**config.mk**
```make
export PLATFORM = sky130hd
export DESIGN_NAME = nic_access_scheduler
export DESIGN_NICKNAME = d
export VERILOG_FILES = /design/src/rtl/nic_access_scheduler.sv
export SDC_FILE = /design/constraint.sdc
export NUM_CORES = 1
export LEC_CHECK = 0
export CAP_MARGIN = 25
export CORE_AREA = 2 2 131 133
export CTS_BUF_LIST = sky130_fd_sc_hd__clkbuf_8
export CTS_CLUSTER_DIAMETER = 50
export DETAILED_ROUTE_END_ITERATION = 12
export DIE_AREA = 0 0 133 135
export PLACE_DENSITY = 0.6
export SETUP_SLACK_MARGIN = 0.3
export SLEW_MARGIN = 20
export SYNTH_ARGS = -nofsm -noshare
export SYNTH_HDL_FRONTEND = slang
export SYNTH_SLANG_ARGS = --single-unit
```
**constraint.sdc**
```tcl
create_clock -name clk -period 1.7 [get_ports clk]
set_input_delay 0.17 -clock clk [delete_from_list [all_inputs] [get_ports clk]]
set_output_delay 0.17 -clock clk [all_outputs]
set_load 0.02 [all_outputs]
```
**src/rtl/nic_access_scheduler.sv**
```systemverilog
// Shares one NIC register port between two local clients: polls receive
// status, drains received flits to the client picked by a header bit, and
// round-robin arbitrates the clients' send requests into the NIC output buffer.
module nic_access_scheduler #(
  parameter int DATA_WIDTH = 64,
  parameter int RX_SEL_BIT = 56
) (
  input  logic                  clk,
  input  logic                  reset,
  // client send side
  input  logic                  tx0_valid,
  input  logic [DATA_WIDTH-1:0] tx0_data,
  output logic                  tx0_ready,
  input  logic                  tx1_valid,
  input  logic [DATA_WIDTH-1:0] tx1_data,
  output logic                  tx1_ready,
  // client receive side (data shared by both clients)
  output logic [DATA_WIDTH-1:0] rx_data,
  output logic                  rx0_valid,
  input  logic                  rx0_ready,
  output logic                  rx1_valid,
  input  logic                  rx1_ready,
  // NIC register port
  output logic                  nicEn,
  output logic                  nicWrEn,
  output logic [1:0]            nicAddr,
  output logic [DATA_WIDTH-1:0] nicDin,
  input  logic [DATA_WIDTH-1:0] nicDout
);

  localparam logic [1:0] ADDR_RX_DATA    = 2'b00;
  localparam logic [1:0] ADDR_IN_STATUS  = 2'b01;
  localparam logic [1:0] ADDR_TX_DATA    = 2'b10;
  localparam logic [1:0] ADDR_OUT_STATUS = 2'b11;

  typedef enum logic [2:0] {
    RX_POLL,
    RX_READ,
    RX_DLV,
    TX_ARB,
    TX_POLL,
    TX_WRITE
  } state_t;

  state_t                state_reg, state_next;
  logic                  rr_ptr_reg, rr_ptr_next;
  logic                  pending_reg, pending_next;
  logic                  grant_reg, grant_next;
  logic [DATA_WIDTH-1:0] rx_buf_reg, rx_buf_next;

  // State and arbitration registers; reset discards any buffered flit or pending send.
  always_ff @(posedge clk) begin
    if (reset) begin
      state_reg   <= RX_POLL;
      rr_ptr_reg  <= 1'b0;
      pending_reg <= 1'b0;
      grant_reg   <= 1'b0;
      rx_buf_reg  <= '0;
    end else begin
      state_reg   <= state_next;
      rr_ptr_reg  <= rr_ptr_next;
      pending_reg <= pending_next;
      grant_reg   <= grant_next;
      rx_buf_reg  <= rx_buf_next;
    end
  end

  // Next-state logic and output decode; every output is forced low while reset is high.
  always_comb begin
    state_next   = state_reg;
    rr_ptr_next  = rr_ptr_reg;
    pending_next = pending_reg;
    grant_next   = grant_reg;
    rx_buf_next  = rx_buf_reg;

    nicEn     = 1'b0;
    nicWrEn   = 1'b0;
    nicAddr   = ADDR_RX_DATA;
    nicDin    = '0;
    rx_data   = rx_buf_reg;
    rx0_valid = 1'b0;
    rx1_valid = 1'b0;
    tx0_ready = 1'b0;
    tx1_ready = 1'b0;

    case (state_reg)
      RX_POLL: begin
        nicEn   = 1'b1;
        nicAddr = ADDR_IN_STATUS;
        state_next = nicDout[0] ? RX_READ : TX_ARB;
      end

      RX_READ: begin
        // The NIC clears in_status on this same edge.
        nicEn       = 1'b1;
        nicAddr     = ADDR_RX_DATA;
        rx_buf_next = nicDout;
        state_next  = RX_DLV;
      end

      RX_DLV: begin
        // Hold the flit for the addressed client only, until it accepts.
        if (rx_buf_reg[RX_SEL_BIT]) begin
          rx1_valid = 1'b1;
          if (rx1_ready) state_next = TX_ARB;
        end else begin
          rx0_valid = 1'b1;
          if (rx0_ready) state_next = TX_ARB;
        end
      end

      TX_ARB: begin
        // A grant already issued is kept even if the other client becomes valid.
        if (!pending_reg && (tx0_valid || tx1_valid)) begin
          grant_next   = (rr_ptr_reg ? tx1_valid : tx0_valid) ? rr_ptr_reg : ~rr_ptr_reg;
          pending_next = 1'b1;
        end
        state_next = pending_next ? TX_POLL : RX_POLL;
      end

      TX_POLL: begin
        // Output buffer full: go back to receive polling and retry the same grant later.
        nicEn      = 1'b1;
        nicAddr    = ADDR_OUT_STATUS;
        state_next = nicDout[0] ? RX_POLL : TX_WRITE;
      end

      TX_WRITE: begin
        // Room was seen last cycle and nothing else writes the NIC, so this write lands.
        nicEn        = 1'b1;
        nicWrEn      = 1'b1;
        nicAddr      = ADDR_TX_DATA;
        nicDin       = grant_reg ? tx1_data : tx0_data;
        tx0_ready    = ~grant_reg;
        tx1_ready    = grant_reg;
        rr_ptr_next  = ~grant_reg;
        pending_next = 1'b0;
        state_next   = RX_POLL;
      end

      default: state_next = RX_POLL;
    endcase

    if (reset) begin
      nicEn     = 1'b0;
      nicWrEn   = 1'b0;
      nicAddr   = ADDR_RX_DATA;
      nicDin    = '0;
      rx_data   = '0;
      rx0_valid = 1'b0;
      rx1_valid = 1'b0;
      tx0_ready = 1'b0;
      tx1_ready = 1'b0;
    end
  end

endmodule

```
==> out/summary.txt, run 1 <==
Worst-Margin Slew -> 0.586 ns
clock sinks -> 70
Crit. End Element -> output port
Top FF cell, synth -> dfxtp_1
Final period util -> 112%
Vias/cell -> 4.56
worst slack, placed -> -0.297 ns
met2 Track Usage GR -> 35.2%
CTS H-tree depth -> 3
Slew headroom -> 60.9%
worst setup margin -> -0.207 ns
maxcap violations -> 0
antenna violations before repair -> 2
per-cell routed wire length -> 19.2 um
Slew Viols, Final -> 0
Die Ht -> 135 um
number of synthesized flops with an enable pin -> 0
fmax -> 0.524 GHz
Routed Antenna Nets -> 0
CTS tree -> done
RD Place Congestion -> 0.856
share of cells above drive strength 1 -> 34.4%
VDD IR max -> 0.000750 V
Worst EP arrival -> 1.74 ns
CP startpoint -> state_reg[2]
grt peak-use layer -> met2
Yosys top cell area share -> 39.7%
vias -> 4304
core area -> 16400 um2
worst-skew pair later-pin latency -> 0.35 ns
mapped cell area -> 3530 um2
Setup TNS Final -> -10.54 ns
Mean Syn Cell Area -> 10.6 um2
clk slew on worst S/H paths -> 0.09 ns
met3 GRT Util -> 5.18%
setup violators final -> 110
top cell type by total area after synthesis -> dfxtp_1
crit path time final -> 1.91 ns
initial core utilization -> 21.5%
Mapped Nets -> 532
placed inst area -> 7800 um2
nets@finish -> 914
Synth area leaders -> dfxtp_1 (40%), a22o_1 (16%), o22a_1 (16%), nor2b_1 (12%), buf_8 (4.7%)
Site Rows -> 47
Yosys reg bits -> 70
cts bufs inserted -> 9
RSZ-0062 raised after global routing -> true
Hold Path Class -> input port to flop
LEAKAGE -> 3.88 nW
commonest non-fill, non-tap cell in the layout -> clkdlybuf4s50_1
die width -> 133 um
drt pass-1 iters -> 4
post-route insts no fill -> 943
Fin. Hold Viols -> 0
Syn. warnings -> 0
hold path startpoint -> nicDout[3]
GRT Resource Usage Total -> 19.0%
total grt overflow -> 0
Routed WL -> 18.1 mm
port bufs -> 333
# IOs -> 334
status -> complete, but fails checks
number of global-route vias before repair -> 4527
Clock Skews -> 0.0139 ns
most frequent cells in the layout -> clkdlybuf4s50_1 (249), buf_6 (74), dfxtp_1 (66), nor2b_1 (64), o22a_1 (64)
placed insts -> 893
Root Buffer -> clkbuf_8
crit-path max FO -> 11
Async SR Flop Fraction -> 0%
sequential share of the synthesized area -> 39.7%
Longest Clk Path Bufs -> 2
Pwr Density -> 602 nW/um2
max reg flops -> 64
first-pass GRT wire length -> 26.2 mm
Area Growth Syn to Fin -> 151%
Cell variety after synth -> 34
Critical Path RT -> 1.53 ns
die area -> 18000 um2
Total Power -> 5.32 mW
CP Launch Type -> flop
failing checks -> negative setup slack
post-route cell area -> 8840 um2
Mapped Cells -> 334
WHS -> 0.427 ns
initial drt markers -> 111
pin count of the biggest net entering global routing -> 55
Post-DP HPWL -> 13.3 mm
met1 usage -> 20.4%
Worst R2R Start -> state_reg[2]
Final Util -> 53.9%
# DRC -> 0
Crit Path Category -> flop to output port
-- power breakdown --
group          internal [mW]  switching [mW]
clock network          0.864           0.667
logic                   1.12           0.730
registers               1.87          0.0605
total                   3.86            1.46
-- cells by family after synthesis --
group	Yosys count	share of synthesized area, %
AOI/OAI and AO/OA	138	33.9
buffers and inverters	39	9.97
DFF	70	39.7
and+or+nand+nor	87	16.4
-- worst max-delay path: stages (launching register included) --
cell and delay, ns:
dfxtp_4 0.35, buf_4 0.13, nand3b_4 0.09, nor3_4 0.05, buf_12 0.16, buf_6 0.12
buf_4 0.13, a22o_4 0.25, buf_6 0.13
-- final timing paths --
check / endpoint / slack, ns / cells past startpoint
worst max register to register: rx_buf_reg[35] / -0.02 / 8
worst min register to register: rr_ptr_reg / 0.47 / 2
worst max-delay path: nicDin[10] / -0.21 / 8
worst min-delay path: rx_buf_reg[3] / 0.43 / 2
-- timing repair --
item | CTS | global route
pin swaps | 4 | 13
gates cloned | 9 | 4
endpoints found under the setup margin | 200 | 199
resized for setup | 425 | 55
hold buffers | 0 | 0
buffers inserted | 10 | 9
-- cells in the mapped netlist, types with 2 or more instances --
| library cell | n |
|---|---|
| a2111oi_0 | 2 |
| a21oi_1 | 3 |
| a22o_1 | 64 |
| buf_2 | 8 |
| buf_6 | 9 |
| buf_8 | 11 |
| clkbuf_1 | 8 |
| dfxtp_1 | 70 |
| inv_1 | 2 |
| nand2_1 | 2 |
| nor2_1 | 3 |
| nor2b_1 | 65 |
| nor3_1 | 2 |
| nor3b_1 | 2 |
| o22a_1 | 64 |
-- area by class of cell --
type / instances / area (um2)
Clock inverter: 6 / 86.3
Clock buffer: 10 / 138
Multi-Input combinational cell: 225 / 2420
Inverter: 2 / 7.51
Antenna cell: 2 / 5.00
Tap cell: 220 / 275
Sequential cell: 70 / 1410
Fill cell: 1404 / 7570
Timing Repair Buffer: 408 / 4490
-- routing by layer --
layer  up-vias  wire length [um]
met1      2031              6730
met3        32              1200
li1       2043                 -
met4         0               544
met2       198              9630
met5         -                 0
Note: power is estimated with default switching activity, not from simulation.
==> inputs of run 2 (changes only) <==
--- a/config.mk
+++ b/config.mk
@@ -13,6 +13,7 @@
 export DIE_AREA = 0 0 133 135
 export PLACE_DENSITY = 0.6
 export SETUP_SLACK_MARGIN = 0.3
+export SKIP_CTS_REPAIR_TIMING = 1
 export SLEW_MARGIN = 20
 export SYNTH_ARGS = -nofsm -noshare
 export SYNTH_HDL_FRONTEND = slang
==> run 2 against run 1 <==
The run still ends with negative setup slack left. Worst setup slack better by 0.022 ns. Die area did not move. Non-clock buffer count down 13. Combinational power about the same. Sequential power about the same. Critical path type unchanged. Critical endpoint is now nicDin[1]. Largest cell class unchanged.
==> out/summary.txt, run 2 (synthesis results as in run 1) <==
Critical Path RT -> 1.53 ns
Slew Viols, Final -> 0
Site Rows -> 47
Root Buffer -> clkbuf_8
Vias/cell -> 4.58
initial core utilization -> 21.5%
Worst R2R Start -> state_reg[2]
r2r setup slk -> 0.03 ns
Die Ht -> 135 um
R2R depth -> 6
number of global-route vias before repair -> 4422
Worst-Margin Slew -> 0.619 ns
clk slew on worst S/H paths -> 0.09 ns
fmax -> 0.530 GHz
RSZ-0062 raised after global routing -> true
maxcap violations -> 0
most frequent cells in the layout -> clkdlybuf4s50_1 (249), dfxtp_1 (66), nor2b_1 (64), o22a_1 (64), a22o_4 (60)
Routed Antenna Nets -> 0
Worst EP arrival -> 1.72 ns
Routed WL -> 18.3 mm
nets@finish -> 902
post-route cell area -> 8600 um2
Longest Clk Path Bufs -> 2
vias -> 4264
Fin. Hold Viols -> 0
antenna violations before repair -> 3
die width -> 133 um
Final period util -> 111%
cts bufs inserted -> 9
worst hold path cell count -> 2
Pwr Density -> 618 nW/um2
share of cells above drive strength 1 -> 32.7%
Hold Path Class -> input port to flop
clock sinks -> 70
worst-skew pair later-pin latency -> 0.36 ns
core area -> 16400 um2
crit path time final -> 1.89 ns
Crit. End Element -> output port
failing checks -> negative setup slack
placed insts -> 893
drt pass-1 iters -> 4
Slew headroom -> 58.7%
placed inst area -> 7800 um2
post-route insts no fill -> 932
max reg flops -> 64
worst r2r dst -> rx_buf_reg[35]
setup violators final -> 115
commonest non-fill, non-tap cell in the layout -> clkdlybuf4s50_1
Hold Path Sink -> rx_buf_reg[3]
Crit Path Category -> flop to output port
Area Growth Syn to Fin -> 144%
crit-path max FO -> 5
Post-DP HPWL -> 13.3 mm
# fillers -> 1450
pin count of the biggest net entering global routing -> 55
port bufs -> 333
CP Launch Type -> flop
status -> complete, but fails checks
Setup TNS Final -> -10.57 ns
RD Place Congestion -> 0.856
initial drt markers -> 87
Clock Skews -> 0.0195 ns
CTS tree -> done
die area -> 18000 um2
worst setup margin -> -0.185 ns
GRT Resource Usage Total -> 17.8%
LEAKAGE -> 3.82 nW
first-pass GRT wire length -> 24.8 mm
# DRC -> 0
VDD IR max -> 0.000738 V
per-cell routed wire length -> 19.6 um
hold path startpoint -> nicDout[3]
# IOs -> 334
total grt overflow -> 0
CTS H-tree depth -> 3
Total Power -> 5.31 mW
-- run 2: how the worst max path moves through the flow --
| stage | endpoint | depth (start not counted) | slack (ns) | startpoint |
|---|---|---|---|---|
| 3_5_place_dp | nicDin[60] | 5 | -0.30 | state_reg[2] |
| 5_1_grt | nicDin[1] | 5 | -0.27 | state_reg[2] |
| 4_1_cts | nicDin[4] | 5 | -0.69 | state_reg[2] |
| 6_report | nicDin[1] | 5 | -0.19 | state_reg[2] |
| 3_3_place_gp | nicDin[60] | 5 | -0.27 | state_reg[2] |
| 2_1_floorplan | nicDin[10] | 5 | 0.17 | state_reg[2] |
-- run 2: final cells by class --
class | instances | area, um2 | share of cell area (%)
Timing Repair Buffer | 395 | 4250 | 49.4
Clock inverter | 6 | 86.3 | 1.00
Sequential cell | 70 | 1410 | 16.4
Tap cell | 220 | 275 | 3.20
Inverter | 2 | 7.51 | 0.0873
Multi-Input combinational cell | 226 | 2420 | 28.2
Clock buffer | 10 | 138 | 1.60
Antenna cell | 3 | 7.51 | 0.0873
-- run 2: routing by layer --
metal	vias to the layer above	share of wire [%]	GRT usage, %
met1	2015	37	18.8
li1	2018	-	-
met2	202	53	32.7
met3	29	6.6	5.37
met5	-	0	0
met4	0	2.9	7.71
-- run 2: power breakdown --
group,switching (mW),total [mW],internal (mW)
registers,0.0625,1.94,1.87
clock network,0.672,1.54,0.864
logic,0.728,1.84,1.11
-- run 2: worst max-delay path: stages (launching register included) --
cell       delay, ns
dfxtp_4         0.37
nor3b_4         0.23
and3_4          0.32
clkbuf_16       0.18
a22o_1          0.14
buf_6           0.13
-- run 2: through the flow --
stage	worst slack [ns]	hold WS (ns)	utilization, %
3_3_place_gp	-0.267	0.443	47.5
2_1_floorplan	0.174	0.311	-
3_5_place_dp	-0.297	0.458	47.5
5_1_grt	-0.266	0.410	52.4
4_1_cts	-0.690	0.394	48.9
6_report	-0.185	0.420	52.4
